## src/rtl/hazard_pkg.sv

```systemverilog
// Shared definitions for the scoreboarded hazard unit.
//   NREG_DEF / REG_W_DEF : default register-file geometry
//   PERF_W               : width of the optional performance counters
//   flush_cause_t        : reason an EX-stage redirect flushes the front end
package hazard_pkg;

  localparam int unsigned NREG_DEF  = 32;
  localparam int unsigned REG_W_DEF = 5;
  localparam int unsigned PERF_W    = 32;

  typedef enum logic [1:0] {
    NONE    = 2'd0,
    MISPRED = 2'd1,
    JUMP    = 2'd2
  } flush_cause_t;

endpackage

```

## src/rtl/hazard_scoreboard.sv

```systemverilog
// Per-register busy scoreboard for outstanding long-latency writers.
//   clk, rst          : clock, synchronous active-high reset
//   rs1, rs2          : source registers to look up
//   set_en, set_rd    : issue of a long-latency writer to set_rd
//   wb_valid, wb_rd   : long-latency writeback clearing wb_rd
//   busy1, busy2      : lookup result for rs1 / rs2
//   full              : pend_cnt has reached MAX_PEND
//   pend_cnt          : number of outstanding writers
module hazard_scoreboard
  import hazard_pkg::*;
#(
  parameter int unsigned NREG      = NREG_DEF,
  parameter int unsigned REG_W     = REG_W_DEF,
  parameter int unsigned MAX_PEND  = 4,
  parameter int unsigned WB_BYPASS = 1
) (
  input  logic                              clk,
  input  logic                              rst,
  input  logic [REG_W-1:0]                  rs1,
  input  logic [REG_W-1:0]                  rs2,
  input  logic                              set_en,
  input  logic [REG_W-1:0]                  set_rd,
  input  logic                              wb_valid,
  input  logic [REG_W-1:0]                  wb_rd,
  output logic                              busy1,
  output logic                              busy2,
  output logic                              full,
  output logic [$clog2(MAX_PEND+1)-1:0]     pend_cnt
);

  localparam int unsigned CNT_W = $clog2(MAX_PEND + 1);

  logic [NREG-1:0] sb;
  logic            set_ok;
  logic            clr_ok;

  // x0 never becomes busy; a writeback to an idle register is ignored.
  assign set_ok = set_en && (set_rd != '0);
  assign clr_ok = wb_valid && sb[wb_rd] && (pend_cnt != '0);
  assign full   = (pend_cnt == CNT_W'(MAX_PEND));

  always_comb begin
    busy1 = sb[rs1];
    busy2 = sb[rs2];
    if (WB_BYPASS != 0) begin
      if (wb_valid && (wb_rd == rs1)) busy1 = 1'b0;
      if (wb_valid && (wb_rd == rs2)) busy2 = 1'b0;
    end
  end

  // Set is applied after clear so a same-register collision keeps the
  // newer writer busy.
  always_ff @(posedge clk) begin
    if (rst) begin
      sb       <= '0;
      pend_cnt <= '0;
    end else begin
      if (clr_ok) sb[wb_rd]  <= 1'b0;
      if (set_ok) sb[set_rd] <= 1'b1;
      case ({set_ok, clr_ok})
        2'b10:   pend_cnt <= pend_cnt + CNT_W'(1);
        2'b01:   pend_cnt <= pend_cnt - CNT_W'(1);
        default: pend_cnt <= pend_cnt;
      endcase
    end
  end

endmodule

```

## src/rtl/hazard_unit_sb.sv

```systemverilog
// Scoreboarded hazard unit for the 5-stage pipeline: stalls IF/ID on RAW
// hazards against outstanding long-latency writers (or when MAX_PEND writers
// are in flight) and flushes IF/ID, ID/EX on mispredict or jump. A redirect
// overrides any stall so the PC can load its target.
// Optional: define HAZARD_PERF_EN to add stall_cycles / flush_events
// saturating counters.
//   id_*      : ID-stage instruction fields
//   wb_*      : long-latency writeback
//   ex_*      : EX-stage branch/jump resolution
//   f_stall, d_stall, d_flush, e_flush : pipeline control (0 during rst)
//   pend_cnt  : outstanding long-latency writers
module hazard_unit_sb
  import hazard_pkg::*;
#(
  parameter int unsigned NREG      = NREG_DEF,
  parameter int unsigned REG_W     = REG_W_DEF,
  parameter int unsigned MAX_PEND  = 4,
  parameter int unsigned WB_BYPASS = 1
) (
  input  logic                          clk,
  input  logic                          rst,
  input  logic [REG_W-1:0]              id_rs1,
  input  logic [REG_W-1:0]              id_rs2,
  input  logic                          id_rs1_used,
  input  logic                          id_rs2_used,
  input  logic [REG_W-1:0]              id_rd,
  input  logic                          id_valid,
  input  logic                          id_long,
  input  logic                          wb_valid,
  input  logic [REG_W-1:0]              wb_rd,
  input  logic                          ex_valid,
  input  logic                          ex_branch,
  input  logic                          ex_pred,
  input  logic                          ex_jump,
  output logic                          f_stall,
  output logic                          d_stall,
  output logic                          d_flush,
  output logic                          e_flush,
  output logic [$clog2(MAX_PEND+1)-1:0] pend_cnt
`ifdef HAZARD_PERF_EN
  ,
  output logic [PERF_W-1:0]             stall_cycles,
  output logic [PERF_W-1:0]             flush_events
`endif
);

  flush_cause_t cause;
  logic         redirect;
  logic         haz;
  logic         issue;
  logic         busy1;
  logic         busy2;
  logic         full;

  always_comb begin
    cause = NONE;
    if (ex_valid) begin
      if (ex_jump)                 cause = JUMP;
      else if (ex_branch ^ ex_pred) cause = MISPRED;
    end
  end

  assign redirect = (cause != NONE);

  assign haz = id_valid &&
               ((id_rs1_used && (id_rs1 != '0) && busy1) ||
                (id_rs2_used && (id_rs2 != '0) && busy2) ||
                (id_long && full));

  assign issue = id_valid && !haz && !redirect;

  assign f_stall = !rst && haz && !redirect;
  assign d_stall = f_stall;
  assign d_flush = !rst && redirect;
  assign e_flush = !rst && (redirect || haz);

  hazard_scoreboard #(
    .NREG      (NREG),
    .REG_W     (REG_W),
    .MAX_PEND  (MAX_PEND),
    .WB_BYPASS (WB_BYPASS)
  ) u_sb (
    .clk      (clk),
    .rst      (rst),
    .rs1      (id_rs1),
    .rs2      (id_rs2),
    .set_en   (issue && id_long),
    .set_rd   (id_rd),
    .wb_valid (wb_valid),
    .wb_rd    (wb_rd),
    .busy1    (busy1),
    .busy2    (busy2),
    .full     (full),
    .pend_cnt (pend_cnt)
  );

`ifdef HAZARD_PERF_EN
  always_ff @(posedge clk) begin
    if (rst) begin
      stall_cycles <= '0;
      flush_events <= '0;
    end else begin
      if (f_stall && (stall_cycles != '1)) stall_cycles <= stall_cycles + PERF_W'(1);
      if (redirect && (flush_events != '1)) flush_events <= flush_events + PERF_W'(1);
    end
  end
`endif

endmodule

```

## config.mk

```make
export PLATFORM = sky130hd
export DESIGN_NAME = hazard_unit_sb
export DESIGN_NICKNAME = d
export VERILOG_FILES = /design/src/rtl/hazard_pkg.sv /design/src/rtl/hazard_scoreboard.sv /design/src/rtl/hazard_unit_sb.sv
export SDC_FILE = /design/constraint.sdc
export NUM_CORES = 1
export LEC_CHECK = 0
export CORE_MARGIN = 2
export CORE_UTILIZATION = 55
export DETAILED_ROUTE_END_ITERATION = 7
export DONT_BUFFER_PORTS = 1
export GPL_TIMING_DRIVEN = 0
export MAX_ROUTING_LAYER = met4
export PLACE_DENSITY = 0.74
export SLEW_MARGIN = 20
export SYNTH_ARGS = -nofsm -noshare
export SYNTH_HDL_FRONTEND = slang
export SYNTH_SLANG_ARGS = --single-unit
```

## constraint.sdc

```tcl
create_clock -name clk -period 4.05 [get_ports clk]
set_clock_uncertainty 0.1 [all_clocks]
set_input_delay 0.81 -clock clk [delete_from_list [all_inputs] [get_ports clk]]
set_output_delay 0.81 -clock clk [all_outputs]
set_load 0.01 [all_outputs]
```

==> key figures, run 1 <==
Die
  • Die H: ~76 um
  • I/O Pins: 38
  • Row cnt: 26
  • Core Footprint: just over 5000 um2
  • Total die area: 5730 um2
  • Initial core utilization: 56.1%
  • Die W: roughly 76 um

Yosys
  • Syn Nets: ~350
  • Most common flop cell mapped by yosys: dfxtp_1
  • Synth Register Bits: 35
  • Gate count of the mapped netlist: between 300 and 400
  • Post-Synthesis Cell Area: roughly 2800 um2
  • Seq/Total Area, Yosys: between 20% and 30%
  • Synth cell types: a little over 50
  • Number of flops mapped to enable cells by yosys: 0
  • Async S/R FF share, synth: 0%
  • Synth Area per Inst: 8.84 um2
  • Warnings from Yosys: 0

Cells and area
  • Final Util: 59.5%
  • Most frequent cells in the layout: 36 x nand3_1, 35 x dfxtp_1, 28 x o311ai_1, 21 x mux2i_1, 21 x o21ai_1
  • Most common cell after layout, fill and taps aside: nand3_1
  • NumNets Final: 360
  • Number of fillers in the final layout: around 470
  • Fin area: approximately 3000 um2
  • P&R area growth vs syn: 5.97%
  • Share of cells above drive strength 1: a little under an eighth
  • Ant. Diodes: 0

Worst setup path
  • CP Data Arrival Time: ~2700 ps
  • Capturing point of the worst reg2reg path: u_sb.pend_cnt[2]
  • Crit-path slowest cell: mux4_2
  • CP bufs+invs: 2
  • Largest delay contributor family on the critical path: multiplexers
  • Startpoint types: input port
  • Critical path class: in2out
  • CP max stage delay: 520 ps
  • Setup crit end kind: output port
  • Critical-path cell list: buf_4 > mux4_2 > mux2i_1 > a22oi_1 > nand4_1 > o211ai_2 > and4_1 > buf_4
  • Cell mode on critical path: buf_4
  • CP max FO: 10
  • R2r setup slk: ~1000 ps
  • Register-to-Register Path Depth: 12
  • Crit path required time: 3140 ps
  • Worst reg2reg path startpoint: u_sb.sb[15]

STA
  • Tmin final: around 3600 ps
  • Worst Tran Pin Value: ~580 ps
  • Max frequency: between 200 and 300 MHz
  • Final setup viols: 0
  • Post-route setup TNS: 0 ps
  • Final worst slack: between 400 and 500 ps
  • Slew HR: between 60% and 70%
  • Final Hold Vio Count: 0
  • RSZ-0062 raised after global routing: no
  • Max Slew Vio Count: 0
  • Final Cycle Share: slightly below 90%

Detailed routing
  • Detail Route Antenna Nets: 0
  • TritonRoute pass-1 iters: 5
  • Total wire length: between 8 and 9 mm
  • Wire per inst: 20.8 um
  • Iteration-0 DRC Markers: around 380
  • Vias: 2718
  • Via density per instance: 6.83
  • DRC violations left: 0

CTS
  • Clock slew at reported path FFs: 70 ps
  • Clk sink count: 35
  • CTS tree: yes
  • Clock latency on the worst-skew pair: between 200 and 300 ps
  • Hold_buf cts: 0
  • Clock root buffer: clkbuf_8
  • CTS buffer count: 5
  • Max Root-Sink Buffers: 2
  • H-tree Lvls: 2
  • Post_cts resized: 0
  • Post-CTS Setup Inserts: 0

Power and ir drop
  • Power Density: about 240 nW/um2
  • Max IR drop VDD: 0.202 mV
  • Static Leak: 0.978 nW
  • Power consumption: about 0.73 mW

Global routing
  • Total Routing Usage GR: a little under a third
  • Global route total overflow: 0
  • First-pass GRT wire length: between 10 and 15 mm
  • Vias in the first global route: about 2700
  • Antenna violations before repair: 0
  • Largest net degree at the start of global routing: 11

Worst hold path
  • Hold endpoint: u_sb.sb[0]
  • Hold Crit Class: reg2reg
  • Worst hold stages: 1
  • Hold Path Origin: u_sb.sb[0]

Run
  • Max-cap violation count: 0

Placed design
  • Place WS: roughly 290 ps
  • DPL Wire Length: just over 6 mm
  • DP Area: about 3000 um2
  • PortBufs: 0
  • Routability Congestion: between 0.9 and 1

Outcome
  • Status: finished, final reports clean
-- sequential cells by signal (all words and copies together) (netlist names) --
| register | count |
|---|---|
| u_sb.sb | 32 |
| u_sb.pend_cnt | 3 |
-- worst reg2reg max path: stages (launching register included) --
cell	delay, ps
dfxtp_1	360
mux4_2	480
mux2i_1	230
a22oi_1	130
nand4_1	130
o211ai_2	210
or2_2	340
ha_1	210
inv_1	80
fa_1	180
xor2_1	70
or3_1	300
a21oi_1	150
-- how the worst max path moves through the flow --
stage	depth (start not counted)	endpoint	from
3_3_place_gp	14	u_sb.pend_cnt[2]	wb_rd[1]
2_1_floorplan	14	u_sb.pend_cnt[2]	wb_rd[0]
4_1_cts	8	f_stall	id_rs2[0]
6_report	8	f_stall	id_rs2[0]
3_5_place_dp	14	u_sb.pend_cnt[2]	wb_rd[1]
5_1_grt	13	u_sb.pend_cnt[2]	wb_rd[3]
-- routing by layer --
layer | track usage [%] | up-vias | wire length, um
met5 | - | - | 0
met4 | 9.94 | 0 | 211
met3 | 6.48 | 21 | 801
met2 | 51.4 | 146 | 3860
met1 | 40.0 | 1287 | 3400
li1 | - | 1264 | -
-- layout make-up --
type	instances	area [um2]	area share (%)
multi-input combinational	246	1900	63.4
buffer	32	201	6.72
sequential	35	701	23.4
clock inverter	1	5.00	0.167
clock buffer	7	76.3	2.55
inverter	7	26.3	0.876
tap	70	87.6	2.92
-- cells in the mapped netlist, types with 3 or more instances --
master / n / share of area, %
nand3_1: 36 / 6.4
dfxtp_1: 35 / 25
o311ai_1: 28 / 8.7
mux2i_1: 21 / 7.4
o21ai_1: 21 / 3.7
nand2_1: 14 / 1.9
clkbuf_1: 13 / 1.7
nor2_1: 13 / 1.7
mux4_2: 12 / 9.6
o21ai_0: 12 / 2.1
nor2b_1: 10 / 2.2
inv_1: 7 / 0.93
xor2_1: 7 / 2.2
a21oi_1: 6 / 1.1
a22oi_1: 6 / 1.6
nand2b_1: 6 / 1.3
xnor2_1: 6 / 1.9
buf_2: 5 / 0.88
nor3_1: 5 / 0.88
a32oi_1: 4 / 1.2
buf_1: 4 / 0.53
buf_4: 4 / 1.1
buf_8: 4 / 2.1
nand4_1: 4 / 0.88
and4_1: 3 / 0.93
o311ai_0: 3 / 0.93
-- where the power goes --
part	switching, mW	internal (mW)	total, mW
registers	0.00380	0.346	0.350
logic	0.0919	0.0500	0.142
clock network	0.121	0.121	0.242
-- per-stage QoR --
step	hold slack (ps)	cells
after CTS	389	398
after detailed placement	380	390
after global routing	409	398
final	395	398
after floorplan	347	320
after global placement	373	390
-- cells by family (layout without fill, tap and decap cells) --
group                      Yosys count  count (layout)  share of synthesized area, %
and+or+nand+nor                    105             105                          19.7
buffers and inverters               39              47                          8.05
DFF                                 35              35                          24.8
xor gates and xnor gates            13              13                          4.02
adders and majority gates            2               2                          1.15
muxes                               35              35                          18.8
AOI/OAI and AO/OA                   91              91                          23.5
(Power assumes the default switching activity.)
==> inputs of run 2 (changes only) <==
--- a/config.mk
+++ b/config.mk
@@ -6,5 +6,4 @@
 export NUM_CORES = 1
 export LEC_CHECK = 0
-export CORE_MARGIN = 2
 export CORE_UTILIZATION = 55
 export DETAILED_ROUTE_END_ITERATION = 7
==> constraint.sdc (replaced) <==
create_clock -name clk -period 4.05 [get_ports clk]
set_clock_uncertainty 0.1 [all_clocks]
set_input_delay 0.405 -clock clk [delete_from_list [all_inputs] [get_ports clk]]
set_output_delay 0.405 -clock clk [all_outputs]
set_load 0.01 [all_outputs]
==> run 2 against run 1 <==
  * Sequential cell count stayed put
  * Non-clock buffer count is the same
  * Maximum frequency is 18% higher
  * Via count grew 2.0%
  * Power barely moved
  * Sequential share of layout area is essentially flat
  * Critical path depth is 4 higher
  * Wire length is 1.2% lower
  * Sequential power barely moved
  * Register-to-register slack barely moved
  * Hold slack lost 150 ps
  * Count of clock-buffer cells in the layout is the same
  * Critical path type is now reg2reg
  * Critical endpoint is now u_sb.pend_cnt[2]
  * Largest cell class unchanged
==> key figures, run 2 (synthesized netlist as in run 1, its figures left out) <==
Cells and area
  • Largest register FFs: 32
  • Ant. Diodes: 0
  • Most common cell after layout, fill and taps aside: nand3_1
  • Area of the multi-input gates: around 1900 um2
  • Number of fillers in the final layout: around 440
  • Most frequent cells in the layout: 36 x nand3_1, 35 x dfxtp_1, 28 x o311ai_1, 21 x mux2i_1, 21 x o21ai_1
  • Share of cells above drive strength 1: a little under an eighth
  • Final Util: 61.8%
  • Reg with most FFs: u_sb.sb
  • Fin area: roughly 3000 um2
  • NumNets Final: 360
  • Top Registers: u_sb.sb x32, u_sb.pend_cnt x3
  • P&R area growth vs syn: 5.84%
  • FF+latch area: about 700 um2

Worst setup path
  • Critical-path cell list: mux4_2 > mux2i_1 > a22oi_1 > nand4_1 > o211ai_2 > or2_2 > ha_1 > inv_1 > fa_1 > xor2_1 > or3_1 > a21oi_1
  • Crit-path slowest cell: mux4_2
  • Setup crit end kind: flop
  • Startpoint types: flop
  • CP max stage delay: 500 ps
  • CP Data Arrival Time: around 3200 ps
  • Critical path class: reg2reg
  • Crit path required time: roughly 4200 ps
  • CP max FO: 7
  • Register-to-Register Path Depth: 12

STA
  • Worst Tran Pin Value: a little under 600 ps
  • Final Cycle Share: 75.2%
  • Final setup viols: 0
  • Max frequency: between 300 and 400 MHz
  • Slew HR: 60.1%
  • Max Slew Vio Count: 0
  • Tmin final: ~3000 ps
  • Final Hold Vio Count: 0
  • Final hold slack: around 240 ps
  • Post-route setup TNS: 0 ps
  • RSZ-0062 raised after global routing: no

CTS
  • Clock latency on the worst-skew pair: around 290 ps
  • Post_cts resized: 0
  • Clk sink count: 35
  • H-tree Lvls: 2
  • Max Root-Sink Buffers: 2
  • Hold_buf cts: 0
  • Clock slew at reported path FFs: 70 ps
  • CTS tree: yes
  • CTS buffer count: 5
  • Post-CTS Setup Inserts: 0
  • Clock root buffer: clkbuf_8

Global routing
  • Total Routing Usage GR: about a third
  • First-pass GRT wire length: between 10 and 15 mm
  • Antenna violations before repair: 0
  • Vias in the first global route: between 2000 and 3000
  • Largest net degree at the start of global routing: 11
  • Global route total overflow: 0

Placed design
  • PortBufs: 0
  • DPL Wire Length: roughly 6 mm
  • Routability Congestion: 0.940
  • DP Area: about 2900 um2

Die
  • Total die area: 5430 um2
  • Die W: roughly 74 um
  • Initial core utilization: around 58%
  • Row cnt: 25
  • Core Footprint: slightly below 5000 um2
  • Die H: around 74 um
  • I/O Pins: 38

Detailed routing
  • Detail Route Antenna Nets: 0
  • Iteration-0 DRC Markers: between 200 and 250
  • TritonRoute pass-1 iters: 5
  • Vias: 2773
  • Total wire length: just over 8 mm
  • Wire per inst: between 20 and 25 um
  • Via density per instance: 7.02
  • DRC violations left: 0

Power and ir drop
  • Power Density: between 200 and 250 nW/um2
  • Static Leak: between 0.9 and 1 nW
  • Power consumption: 0.734 mW
  • Max IR drop VDD: between 0.15 and 0.2 mV

Worst hold path
  • Worst hold stages: 3
  • Hold Crit Class: in2reg

Outcome
  • Status: finished, final reports clean

Run
  • Max-cap violation count: 0
==> run 2: through the flow <==
stage,setup slack (ps),instances
after floorplan,1130,320
after detailed placement,793,387
after global placement,818,387
after global routing,924,395
final,1000,395
after CTS,1060,395
==> run 2: final timing paths <==
check | slack (ps) | to | start
setup / recovery | 1000 | u_sb.pend_cnt[2] | u_sb.sb[15]
hold / removal | 240 | u_sb.sb[1] | id_rd[4]
setup reg to reg | 1000 | u_sb.pend_cnt[2] | u_sb.sb[15]
hold reg to reg | 410 | u_sb.sb[9] | u_sb.sb[9]
==> run 2: area by class of cell <==
cell class	instances	share of cell area, %
flip-flops and latches	35	23.4
plain buffers	32	6.73
well taps	67	2.80
clock inverters	1	0.167
multi-input cells	246	63.5
inverters	7	0.878
clock buffers	7	2.55
==> run 2: where the power goes <==
group	internal (mW)	switching, mW	total [mW]
clock	0.121	0.121	0.242
sequential	0.346	0.00377	0.350
combinational	0.0499	0.0916	0.142
==> run 2: metal layers <==
| layer | global-route usage, % | vias up | share of wire [%] |
|---|---|---|---|
| met4 | 15.0 | 0 | 3.1 |
| met1 | 41.5 | 1294 | 42 |
| met2 | 49.1 | 186 | 45 |
| met3 | 6.17 | 23 | 10 |
| met5 | - | - | 0 |
| li1 | - | 1270 | - |
==> run 2: critical path: cells and delay by family, from the launching register on <==
family          cells  cell delay, ps
compound gates      3             480
flops               1             360
fa+ha+maj           2             380
simple gates        3             760
mux                 2             760
xor+xnor            1              70
buf+inv             1              70
